**src/rtl/design1_wrapper.sv**
```systemverilog
// AXI4-Lite slave holding three read/write registers and a read-only checksum
// register (REG0 + REG1 + REG2, mod 2^32) at word 3.
module design1_wrapper #(
   parameter int C_ADDR_WIDTH = 4,
   parameter int C_DATA_WIDTH = 32
) (
   input  logic                        aclk,
   input  logic                        aresetn,
   input  logic [C_ADDR_WIDTH-1:0]     s_axi_awaddr,
   input  logic [2:0]                  s_axi_awprot,
   input  logic                        s_axi_awvalid,
   output logic                        s_axi_awready,
   input  logic [C_DATA_WIDTH-1:0]     s_axi_wdata,
   input  logic [C_DATA_WIDTH/8-1:0]   s_axi_wstrb,
   input  logic                        s_axi_wvalid,
   output logic                        s_axi_wready,
   output logic [1:0]                  s_axi_bresp,
   output logic                        s_axi_bvalid,
   input  logic                        s_axi_bready,
   input  logic [C_ADDR_WIDTH-1:0]     s_axi_araddr,
   input  logic [2:0]                  s_axi_arprot,
   input  logic                        s_axi_arvalid,
   output logic                        s_axi_arready,
   output logic [C_DATA_WIDTH-1:0]     s_axi_rdata,
   output logic [1:0]                  s_axi_rresp,
   output logic                        s_axi_rvalid,
   input  logic                        s_axi_rready
);

   // Handshake rule for every channel: a transfer happens on the rising edge
   // where both valid and ready are high; valid never waits on ready.

   logic [C_DATA_WIDTH-1:0] regs [3];
   logic [C_DATA_WIDTH-1:0] sum;
   logic [C_DATA_WIDTH-1:0] rd_mux;
   logic                    wr_ready;
   logic                    rd_ready;
   logic                    bvalid;
   logic                    rvalid;
   logic [C_DATA_WIDTH-1:0] rdata;
   logic                    wr_fire;
   logic                    rd_fire;
   logic [1:0]              wr_idx;
   logic [1:0]              rd_idx;
   logic                    unused_ok;

   assign unused_ok = ^{s_axi_awprot, s_axi_arprot, s_axi_awaddr[1:0], s_axi_araddr[1:0]};

   assign wr_idx  = s_axi_awaddr[3:2];
   assign rd_idx  = s_axi_araddr[3:2];
   assign wr_fire = wr_ready && s_axi_awvalid && s_axi_wvalid;
   assign rd_fire = rd_ready && s_axi_arvalid;
   assign sum     = regs[0] + regs[1] + regs[2];

   always_comb begin
      rd_mux = sum;
      case (rd_idx)
         2'd0:    rd_mux = regs[0];
         2'd1:    rd_mux = regs[1];
         2'd2:    rd_mux = regs[2];
         default: rd_mux = sum;
      endcase
   end

   // Ready is offered only once both AW and W are present and the response
   // slot is (or is about to be) free, which allows one write every 2 cycles.
   always_ff @(posedge aclk or negedge aresetn) begin
      if (!aresetn) begin
         wr_ready <= 1'b0;
         bvalid   <= 1'b0;
         regs[0]  <= '0;
         regs[1]  <= '0;
         regs[2]  <= '0;
      end else begin
         wr_ready <= s_axi_awvalid && s_axi_wvalid && !wr_ready && (!bvalid || s_axi_bready);
         if (wr_fire) begin
            if (wr_idx != 2'd3) begin
               for (int b = 0; b < C_DATA_WIDTH/8; b++) begin
                  if (s_axi_wstrb[b]) regs[wr_idx][8*b +: 8] <= s_axi_wdata[8*b +: 8];
               end
            end
            bvalid <= 1'b1;
         end else if (s_axi_bready) begin
            bvalid <= 1'b0;
         end
      end
   end

   // Read data is captured at the AR handshake, so it stays stable under
   // backpressure and a same-edge write is not yet visible.
   always_ff @(posedge aclk or negedge aresetn) begin
      if (!aresetn) begin
         rd_ready <= 1'b0;
         rvalid   <= 1'b0;
         rdata    <= '0;
      end else begin
         rd_ready <= s_axi_arvalid && !rd_ready && (!rvalid || s_axi_rready);
         if (rd_fire) begin
            rdata  <= rd_mux;
            rvalid <= 1'b1;
         end else if (s_axi_rready) begin
            rvalid <= 1'b0;
         end
      end
   end

   assign s_axi_awready = wr_ready;
   assign s_axi_wready  = wr_ready;
   assign s_axi_bvalid  = bvalid;
   assign s_axi_bresp   = 2'b00;
   assign s_axi_arready = rd_ready;
   assign s_axi_rvalid  = rvalid;
   assign s_axi_rdata   = rdata;
   assign s_axi_rresp   = 2'b00;

endmodule

```
**config.mk**
```make
export PLATFORM = sky130hd
export DESIGN_NAME = design1_wrapper
export DESIGN_NICKNAME = d
export VERILOG_FILES = /design/src/rtl/design1_wrapper.sv
export SDC_FILE = /design/constraint.sdc
export NUM_CORES = 1
export LEC_CHECK = 0
export BUFFER_PORTS_ARGS = -buffer_cell sky130_fd_sc_hd__clkbuf_2
export CAP_MARGIN = 20
export CORE_MARGIN = 2
export CORE_UTILIZATION = 64
export DETAILED_ROUTE_END_ITERATION = 16
export HOLD_SLACK_MARGIN = 0.05
export PLACE_DENSITY = 0.83
export SYNTH_ARGS = -nofsm -noshare
export SYNTH_HDL_FRONTEND = slang
export SYNTH_SLANG_ARGS = --single-unit
```
**constraint.sdc**
```tcl
create_clock -name aclk -period 6 [get_ports aclk]
set_clock_uncertainty 0.1 [all_clocks]
set_input_delay 1.2 -clock aclk [delete_from_list [all_inputs] [get_ports aclk]]
set_output_delay 1.2 -clock aclk [all_outputs]
set_load 0.01 [all_outputs]
```
* After elaboration in Yosys (flattened, before gate mapping)
Index checks and enable logic that the tools add are counted.
** Operators by class
- Bitwise logic cells :: 1
- Add/sub/neg operators :: 2
- Muxes and demuxes :: 27
- $lt $le $gt $ge :: 2
- Equality and inequality tests :: 3
- Reduce and logical (&&, ||, !) cells :: 19
** Operators by type and width (number)
- 96-bit two-way mux :: 10
- 96-bit bitwise mux :: 4
- 32-bit demux with 2-bit select :: 4
- 32-bit case mux with 3 select lines :: 1
- 32-bit adder :: 2
- 32-bit two-way mux :: 1
- 24-bit two-way mux :: 1
- 16-bit two-way mux :: 1
- 1-bit logical AND :: 9
- 8-bit two-way mux :: 1
- 1-bit logical NOT :: 4
- 1-bit two-way mux :: 4
- 2-bit nonzero test :: 2
- 3-bit greater-or-equal comparator, second input constant :: 1
- 3-bit by 1-bit less-than comparator with 1-bit output, second input constant :: 1
- 2-bit NOT with 3-bit output :: 1
- 2-bit by 1-bit == test with 1-bit output, second input constant :: 1
- 2-bit == test, second input constant :: 1
- 2-bit logical NOT :: 1
- 1-bit logical OR :: 2
- 2-bit != test, second input constant :: 1
- 2-bit AND reduction :: 1
** Storage, ports and cells
- Flip-flop bits (word level) :: 132
- Output and inout bits :: 41
- Word-level logic and storage cells :: 62
- Input port bits :: 57

* Logic depth before layout (Yosys ltp)
Gate-level depths: netlist of run 1.
- Depth after elaboration :: 19
- Mapped depth :: 14
- Depth with buffers taken out :: 14

* Worst setup path after synthesis of run 1
No wires, ideal clock.
- Path kind :: register to register
- Start :: register regs[1] (netlist name)
- End :: register rdata[19] (netlist: s_axi_rdata[19])
- Stages on the path, launching flop included :: 13
- Path buffers :: 0
- Path slack :: 2939 ps
- Data required time :: 5783 ps
- Clock period less this slack :: 3061 ps
- Library setup time :: 117 ps
- Arrival time :: 2844 ps
- Cells stage by stage :: dfrtp_1 -> fa_1 -> ha_1 -> inv_1 -> fa_1 -> nor2b_4 -> o31ai_2 -> a211o_1 -> a31oi_1 -> xor2_1 -> mux4_2 -> nand2_1 -> nand2_1
** On the way
- Longest elaborated chain between the ends :: 2
** Ends and longest elaborated chain
- start: declaration :: RTL line 33 : logic [C_DATA_WIDTH-1:0] regs [3];
- start signal: indexed assignment :: RTL line 79 : if (s_axi_wstrb[b]) regs[wr_idx][8*b +: 8] <= s_axi_wdata[8*b +: 8];
- 32-bit adder :: RTL line 53 : assign sum = regs[0] + regs[1] + regs[2];
- 32-bit case mux with 3 select lines :: RTL line 57 : case (rd_idx)
- end signal: assignment :: RTL line 99 : rdata <= rd_mux;
- end: declaration :: RTL line 40 : logic [C_DATA_WIDTH-1:0] rdata;
No other way between the ends.
A chain may end at the register's enable or synchronous reset.

* Worst setup path after layout of run 1
- Start :: register regs[1] (netlist name)
- End :: register rdata[25] (netlist: s_axi_rdata[25])
Same word-level chain as after synthesis.

==> impl_metrics.yaml, run 1 <==
global_routing:
  grt_max_degree: 86
  grt_pass1_wl_mm: 31.46
  antenna_found_initial: 0
  grt_pass1_vias: 6214
  track_usage_pct: 30.82
  grt_overflow: 0
synth:
  synth_largest_area_cell: "dfrtp_1"
  synth.top_cells.by_area: "dfrtp_1, mux2_2, fa_1, ha_1, mux4_2"
  synth_xor_area_share_pct: 2.901
  synth.distinct_cells: 61
  synth_area_sq_um: 8150
  synth-async-reset-ratio_pct: 100.0
  yosys-top-cells-count: "dfrtp_1, mux2_2, nand2_1"
  ys_seq_area_share_pct: 40.53
  synth_top_family_by_area: "multiplexers"
  synth_ff_type: "dfrtp_1"
  synth_top_area_share_pct: 40.53
  synthAdderAreaFrac_pct: 12.47
  synth.area.mux_share_pct: 19.85
  synth-simple-area-share_pct: 9.364
  synth_compound_area_share_pct: 12.22
  syn_inst: 713
  yosys_warnings: 0
  yosysMostFrequentCell: "dfrtp_1"
  synth_edf_count: 0
  synth_area_per_cell_sq_um: 11.43
  synth_seq_cells: 132
floorplanning:
  ioPinCount: 98
  die_y_um: 116.9
  core_area_sq_um: 12520
  start_util_pct: 65.11
  die_area_sq_um: 13650
  dieWidth_um: 116.9
  num_rows: 41
drt:
  wl_mm: 19.63
  drc: 0
  first_pass_iters: 5
  vias: 6097
  ant_nets: 0
  first_iter_violations: 500
  avgViaCountPerCell: 6.273
  post_drt_wl_per_cell_um: 20.19
sta:
  fin_crit_ns: 3.550
  tns_ns: 0
  hold_viol_final: 0
  rsz0062_at_grt: "false"
  whs_ns: 0.3672
  fmax_mhz: 281.7
  worstMarginPinSlew_ns: 0.8534
  finalSetupViolCount: 0
  slew-limit-headroom_pct: 42.89
  fin_crit_sh_pct: 59.16
  drv_slew: 0
setup_path:
  crit_fanout: 3
  worstPathRequired_ns: 6.23
  cp-end-kind: "flop"
  cp_num_cells: 12
  cp_num_buf_inv: 1
  r2r_cells: 12
  path_common_cell: "fa_1"
  start_kind: "flop"
  criticalPathCategory: "flop to flop"
  slowest_delay_ns: 0.55
  crit_path_cell_trace: "fa_1, ha_1, inv_1, fa_1, nor2b_4, o31ai_2, a21oi_1, o41ai_2, o41ai_1, nor2_1, xnor2_1, o21ai_0"
  critical_path.top_delay_family: "compound AO/OA/AOI/OAI gates"
  cp.arrival_ns: 3.78
  cp_slowest_cell: "fa_1"
power:
  p_per_area_nw_per_um2: 325.5
  leakage_uw: 0.004623
  p_int_uw: 2053
  p_comb_share_pct: 29.1
  pwr-share-clk_pct: 33.2
  p_seq_share_pct: 37.7
  p_sw_share_pct: 31.94
  power_uw: 3017
  peakVddDrop_v: 0.0001744
  switchingPower_uw: 963.5
cells_and_area:
  fill_cells: 876
  syn_to_final_growth_pct: 13.71
  antennaDiodeCount: 0
  drive_above_1_share_pct: 30.63
  final_nets: 908
  final_util_pct: 74.04
  final_area_sq_um: 9268
placed_design:
  gp_congestion: 0.9478
  dpl.hpwl_mm: 13.93
  numPortBuffers: 83
  post_dp_cell_area_sq_um: 8671
clock_tree:
  post_cts_buffers: 0
  cts_made_buffers: 17
  h-tree-depth: 4
  clk_latency_ns: 0.43
  cts_resized: 0
  clock-sinks: 132
  cts_tree: "yes"
  root_buffer: "clkbuf_16"
  clkTransAtPathRegs_ns: 0.05
  cts.path.max_buffers: 2
  cts_hold_buf: 0
job:
  cap_viol_max_count: 0
worst_hold_path:
  whs_path_depth: 2
  min_path_type: "flop to flop"
outcome:
  status: "finished clean"
==> power groups by stage <==
| stage | Combinational, uW | Sequential, uW | Clock, uW |
|---|---|---|---|
| after floorplan | 582 | 1150 | 0 |
| after global placement | 819 | 1140 | 0 |
| after detailed placement | 858 | 1150 | 0 |
| after CTS | 870 | 1130 | 1010 |
| after global routing | 962 | 1150 | 1050 |
| final | 879 | 1140 | 1000 |
==> metrics by stage <==
step           std cells  setup slack, ns
3_3_place_gp         940            2.292
2_1_floorplan        716            2.939
5_1_grt              972            2.295
4_1_cts              970            2.449
3_5_place_dp         940            2.282
6_report             972            2.450
==> worst reg2reg max path: stages (launching register included) <==
cell and delay (ns):
dfrtp_1 0.41, fa_1 0.55, ha_1 0.17, inv_1 0.06, fa_1 0.44, nor2b_4 0.17
o31ai_2 0.09, a21oi_1 0.29, o41ai_2 0.17, o41ai_1 0.51, nor2_1 0.13, xnor2_1 0.17
o21ai_0 0.20
==> final cells by class <==
type                       instances  area [sq um]  area share (%)
clock buffer                      26         489.2           5.279
clock inverter                     4         72.57          0.7830
inverter                          14         52.55          0.5670
multi-input combinational        534          4644           50.11
sequential                       132          3303           35.64
tap                              172         215.2           2.322
timing repair buffer              90         490.5           5.292
==> registers in the layout, summed over array words and instances, names as in the netlist <==
register and flops:
regs 96, s_axi_bvalid 1, s_axi_awready 1, s_axi_rvalid 1, s_axi_rdata 32, s_axi_arready 1
==> cell usage in the layout, fill, tap and decap left out, drive strengths merged, types with 9 or more instances in the layout <==
cell type / count
dfrtp: 132
clkbuf: 108
mux2: 101
nand2: 81
o21ai: 40
a21oi: 37
nor2: 36
fa: 32
ha: 30
mux4: 16
inv: 14
xnor2: 14
xor2: 13
a21o: 13
mux2i: 12
o21a: 9
==> worst paths after layout <==
kind,to,startpoint,slack (ns)
max in group asynchronous,regs[25]$_DFFE_PN0P_,aresetn,4.05
min reg2reg,s_axi_rdata[8]$_DFFE_PN0P_,s_axi_rdata[8]$_DFFE_PN0P_,0.37
min in group asynchronous,regs[36]$_DFFE_PN0P_,aresetn,0.51
min,s_axi_rdata[8]$_DFFE_PN0P_,s_axi_rdata[8]$_DFFE_PN0P_,0.37
max reg2reg,s_axi_rdata[25]$_DFFE_PN0P_,regs[1]$_DFFE_PN0P_,2.45
max,s_axi_rdata[25]$_DFFE_PN0P_,regs[1]$_DFFE_PN0P_,2.45
==> cell families (layout without fill, tap and decap cells) <==
kind of cell,count (synthesis),count (layout)
simple gates,168,168
mux,129,129
fa+ha+maj,62,62
compound gates,144,144
flops,132,132
buf+inv,50,134
xor+xnor,27,27
other cells,1,4
==> layer usage <==
layer | up-vias | track usage, % | share of wire (%)
li1 | 2722 | - | -
met1 | 3038 | 38.96 | 40
met2 | 273 | 51.75 | 51
met3 | 64 | 7.106 | 5.8
met4 | 0 | 12.55 | 3.5
met5 | - | 0 | 0
(Power assumes the default switching activity.)
==> run 2, diff against run 1 <==
- CORE_UTILIZATION: 64 -> 59
- PLACE_DENSITY: 0.83 -> 0.77
- clock period: 6 -> 3.59 ns (I/O delays scaled with it)
==> run 2 against run 1 <==
Against the previous run:
- hold slack got worse by 0.23 ns
- utilization fell by 3.4 points
- die area rose by 8.2%
- critical endpoint is now s_axi_rdata[23]$_DFFE_PN0P_
- largest cell class unchanged
- largest power group unchanged
==> impl_metrics.yaml, run 2 (synthesized netlist as in run 1, its figures left out) <==
clock_tree:
  cts_hold_buf: 0
  clkTransAtPathRegs_ns: 0.06
  clk_latency_ns: 0.43
  cts_tree: "yes"
  cts_made_buffers: 17
  clock-sinks: 132
  root_buffer: "clkbuf_16"
  h-tree-depth: 4
  cts.path.max_buffers: 2
global_routing:
  grt_pass1_wl_mm: 32.69
  grt_max_degree: 66
  antenna_found_initial: 0
  grt_pass1_vias: 6296
  track_usage_pct: 28.95
  grt_overflow: 0
setup_path:
  criticalPathCategory: "flop to flop"
  start_kind: "flop"
  worstPathRequired_ns: 3.79
  cp-end-kind: "flop"
  cp.arrival_ns: 3.62
  crit_fanout: 3
outcome:
  status: "finished clean"
power:
  power_uw: 5240
  p_per_area_nw_per_um2: 556.0
  peakVddDrop_v: 0.0004218
  leakage_uw: 0.004717
floorplanning:
  dieWidth_um: 121.5
  core_area_sq_um: 13350
  ioPinCount: 98
  num_rows: 42
  die_area_sq_um: 14770
  die_y_um: 121.5
  start_util_pct: 61.06
cells_and_area:
  largest_reg_flops: 96
  final_common_cell: "dfrtp_1"
  syn_to_final_growth_pct: 15.63
  final_nets: 913
  final_cell_mix: "dfrtp_1, mux2_2, clkbuf_2"
  regMostFlops: "regs"
  fill_cells: 970
  final_area_sq_um: 9424
  drive_above_1_share_pct: 32.47
  ff_latch_area_sq_um: 3303
  multi_input_area_sq_um: 4687
  antennaDiodeCount: 0
placed_design:
  dpl.hpwl_mm: 14.30
  gp_congestion: 0.8751
  post_dp_cell_area_sq_um: 8733
  numPortBuffers: 83
sta:
  hold_viol_final: 0
  drv_slew: 0
  fin_crit_sh_pct: 95.31
  fmax_mhz: 292.3
  rsz0062_at_grt: "false"
  worstMarginPinSlew_ns: 0.8184
  slew-limit-headroom_pct: 45.24
  fin_crit_ns: 3.422
  tns_ns: 0
  finalSetupViolCount: 0
drt:
  wl_mm: 19.92
  vias: 6075
  post_drt_wl_per_cell_um: 20.26
  drc: 0
  ant_nets: 0
  first_iter_violations: 347
  avgViaCountPerCell: 6.180
  first_pass_iters: 5
job:
  cap_viol_max_count: 0
worst_hold_path:
  min_path_type: "primary input to asynchronous set/reset pin"
run 2: changes by cell type in the layout (fill, tap and decap cells not counted), sizes merged:
cell and change:
clkbuf -7, buf +5, inv +1, clkinv +4
clkinvlp +2, bufinv +2
run 2: per-layer routing:
layer / wire, um / global-route usage (%) / part of all wire, %
met5: 0 / 0 / 0
met4: 415 / 10.20 / 2.1
met2: 10140 / 47.54 / 51
met1: 8426 / 38.48 / 42
met3: 935 / 6.086 / 4.7
run 2: metrics by stage:
step	util (%)	hold WS [ns]	instances	worst slack (ns)
detailed placement	65.43	0.3617	950	0.02441
floorplan	-	0.3224	716	0.5291
finish	70.60	0.1413	983	0.1685
CTS	70.17	0.1514	982	0.04369
global route	70.60	0.1713	983	0.03772
global placement	65.43	0.3580	950	0.1796
run 2: power by group:
group / total, uW / switching, uW / internal, uW
Clock: 1860 / 667 / 1200
Combinational: 1480 / 822 / 659
Sequential: 1900 / 188 / 1710
run 2: layout make-up:
| type | instances | area share, % |
|---|---|---|
| inverter | 14 | 0.5576 |
| sequential | 132 | 35.05 |
| multi-input combinational | 534 | 49.73 |
| clock inverter | 13 | 1.912 |
| tap | 176 | 2.337 |
| timing repair buffer | 95 | 5.603 |
| clock buffer | 19 | 4.806 |
run 2: worst paths after layout:
check	slack [ns]	startpoint	end	depth (start not counted)
setup / recovery	0.17	regs[1]$_DFFE_PN0P_	s_axi_rdata[23]$_DFFE_PN0P_	12
hold / removal	0.14	aresetn	regs[68]$_DFFE_PN0P_	1
setup reg to reg	0.17	regs[1]$_DFFE_PN0P_	s_axi_rdata[23]$_DFFE_PN0P_	12
hold reg to reg	0.37	s_axi_rdata[14]$_DFFE_PN0P_	s_axi_rdata[14]$_DFFE_PN0P_	2
max in group asynchronous	2.43	aresetn	regs[28]$_DFFE_PN0P_	2
min in group aclk	0.37	s_axi_rdata[14]$_DFFE_PN0P_	s_axi_rdata[14]$_DFFE_PN0P_	2
run 2: timing repair:
item	in CTS	in global routing
endpoints found under the setup margin	0	4
buffers inserted	0	0
gates resized for setup	0	6
run 2: worst max-delay path, cell delays in order, from the launching register on:
cell and delay, ns:
dfrtp_1 0.41, fa_1 0.54, ha_1 0.16, inv_1 0.05, fa_1 0.44, nor2b_4 0.17, o31ai_2 0.09, a211o_1 0.30
a31oi_2 0.27, a21oi_2 0.16, xnor2_1 0.15, a221oi_1 0.36, o21ai_1 0.09
==> run 3, diff against run 2 <==
- REMOVE_ABC_BUFFERS: not set -> 1
- SKIP_LAST_GASP: not set -> 1
==> run 3 against run 2 <==
Against the previous run:
- worst setup slack got worse by 0.026 ns
- via count down 1.5%
- final cell count rose by 0.20%
- non-clock buffer count grew 2
- global-route usage shrank 0.49 points
- sequential power about the same
- combinational power about the same
- largest cell class unchanged
- largest power group unchanged
==> impl_metrics.yaml, run 3 (synthesized netlist as in run 1, its figures left out) <==
cells_and_area:
  final_util_pct: 70.50
  regMostFlops: "regs"
  ff_latch_area_sq_um: 3303
  final_common_cell: "dfrtp_1"
  final_nets: 915
  syn_to_final_growth_pct: 15.46
  drive_above_1_share_pct: 32.01
  final_cell_mix: "dfrtp_1, mux2_2, clkbuf_2"
  stdcell_count: 985
  fill_cells: 962
  multi_input_area_sq_um: 4662
  largest_reg_flops: 96
  antennaDiodeCount: 0
floorplanning:
  core_area_sq_um: 13350
  ioPinCount: 98
  start_util_pct: 61.06
  num_rows: 42
  die_y_um: 121.5
  die_area_sq_um: 14770
  dieWidth_um: 121.5
setup_path:
  start_kind: "flop"
  cp_num_cells: 11
  criticalPathCategory: "flop to flop"
  slowest_delay_ns: 0.54
  cp_num_buf_inv: 1
  r2r_cells: 11
  rrSetupSlack_ns: 0.14
  cp_slowest_cell: "fa_1"
  crit_path_cell_trace: "fa_1, ha_1, and3_4, nand4_1, a211oi_2, a2111oi_4, o41ai_2, buf_4, xor2_1, a221oi_1, o21ai_1"
  crit_fanout: 6
  worstPathRequired_ns: 3.78
  cp.arrival_ns: 3.64
  cp-end-kind: "flop"
  critical_path.top_delay_family: "compound AO/OA/AOI/OAI gates"
global_routing:
  antenna_found_initial: 0
  grt_overflow: 0
  grt_max_degree: 59
  track_usage_pct: 28.46
  grt_pass1_wl_mm: 31.71
  grt_pass1_vias: 6183
placed_design:
  numPortBuffers: 83
  dpl.hpwl_mm: 14.08
  gp_congestion: 0.9815
  placed_cells: 953
  dp_worst_setup_slack_ns: 0.1156
clock_tree:
  cts_tree: "yes"
  cts_made_buffers: 17
  clk_latency_ns: 0.43
  post_cts_buffers: 0
  h-tree-depth: 4
  clock-sinks: 132
  cts.path.max_buffers: 2
  root_buffer: "clkbuf_16"
  clkTransAtPathRegs_ns: 0.06
outcome:
  status: "finished clean"
sta:
  finalSetupViolCount: 0
  fin_crit_ns: 3.448
  fmax_mhz: 290.0
  timing.final.ws_setup_ns: 0.1420
  worstMarginPinSlew_ns: 0.7845
  slew-limit-headroom_pct: 47.70
  hold_viol_final: 0
  drv_slew: 0
  tns_ns: 0
  fin_crit_sh_pct: 96.04
  rsz0062_at_grt: "true"
worst_hold_path:
  min_path_type: "primary input to asynchronous set/reset pin"
drt:
  vias: 5984
  drt-met1-wl_mm: 8.572
  avgViaCountPerCell: 6.075
  drc: 0
  met2_length_mm: 9.741
  wl_mm: 19.60
  post_drt_wl_per_cell_um: 19.90
  ant_nets: 0
  wl_met3_um: 924
  routed.top_layer: "met4"
  first_pass_iters: 5
  first_iter_violations: 422
power:
  peakVddDrop_v: 0.0002973
  leakage_uw: 0.004706
  power_uw: 5224
  p_per_area_nw_per_um2: 555.2
job:
  cap_viol_max_count: 0
run 3: cell type report:
class	count	area share [%]
Timing Repair Buffer	97	5.691
Clock inverter	9	1.582
Multi-Input combinational cell	534	49.54
Inverter	14	0.5584
Tap cell	176	2.340
Sequential cell	132	35.10
Clock buffer	23	5.185
run 3: repair_timing:
action                                  CTS  global route
hold buffers                              0             0
endpoints found under the setup margin    0             4
resized for setup                         0             2
run 3: through the flow:
step	hold WS, ns	instance area, sq um
after CTS	0.2910	9393
final	0.2615	9410
after floorplan	0.3224	8000
after global routing	0.3298	9410
after detailed placement	0.3661	8756
after global placement	0.3504	8756
run 3: worst register-to-register path: cells and delay by family (launching register included):
kind                       cells  cell delay (ns)
adders and majority gates      2             0.95
and+or+nand+nor                2             0.38
xor gates and xnor gates       1             0.07
DFF                            1             0.41
AOI/OAI and AO/OA              5             1.18
buffers and inverters          1             0.19
run 3: per-layer routing:
layer  global-route usage [%]  vias to the layer above
met3                    5.478                       27
met1                    38.52                     3075
met4                    9.339                        0
met5                        0                        -
met2                    46.73                      149
li1                         -                     2733
run 3: where the power goes:
part | internal (uW) | total (uW) | switching, uW
combinational | 654 | 1460 | 803
clock | 1230 | 1870 | 639
sequential | 1710 | 1900 | 187
total | 3600 | 5220 | 1630
run 3: worst paths after layout:
path | startpoint | endpoint
setup / recovery | regs[9]$_DFFE_PN0P_ | s_axi_rdata[22]$_DFFE_PN0P_
hold / removal | aresetn | s_axi_rdata[12]$_DFFE_PN0P_
setup reg to reg | regs[9]$_DFFE_PN0P_ | s_axi_rdata[22]$_DFFE_PN0P_
hold reg to reg | s_axi_rdata[6]$_DFFE_PN0P_ | s_axi_rdata[6]$_DFFE_PN0P_
max in group asynchronous | aresetn | regs[61]$_DFFE_PN0P_
min in group aclk | s_axi_rdata[6]$_DFFE_PN0P_ | s_axi_rdata[6]$_DFFE_PN0P_
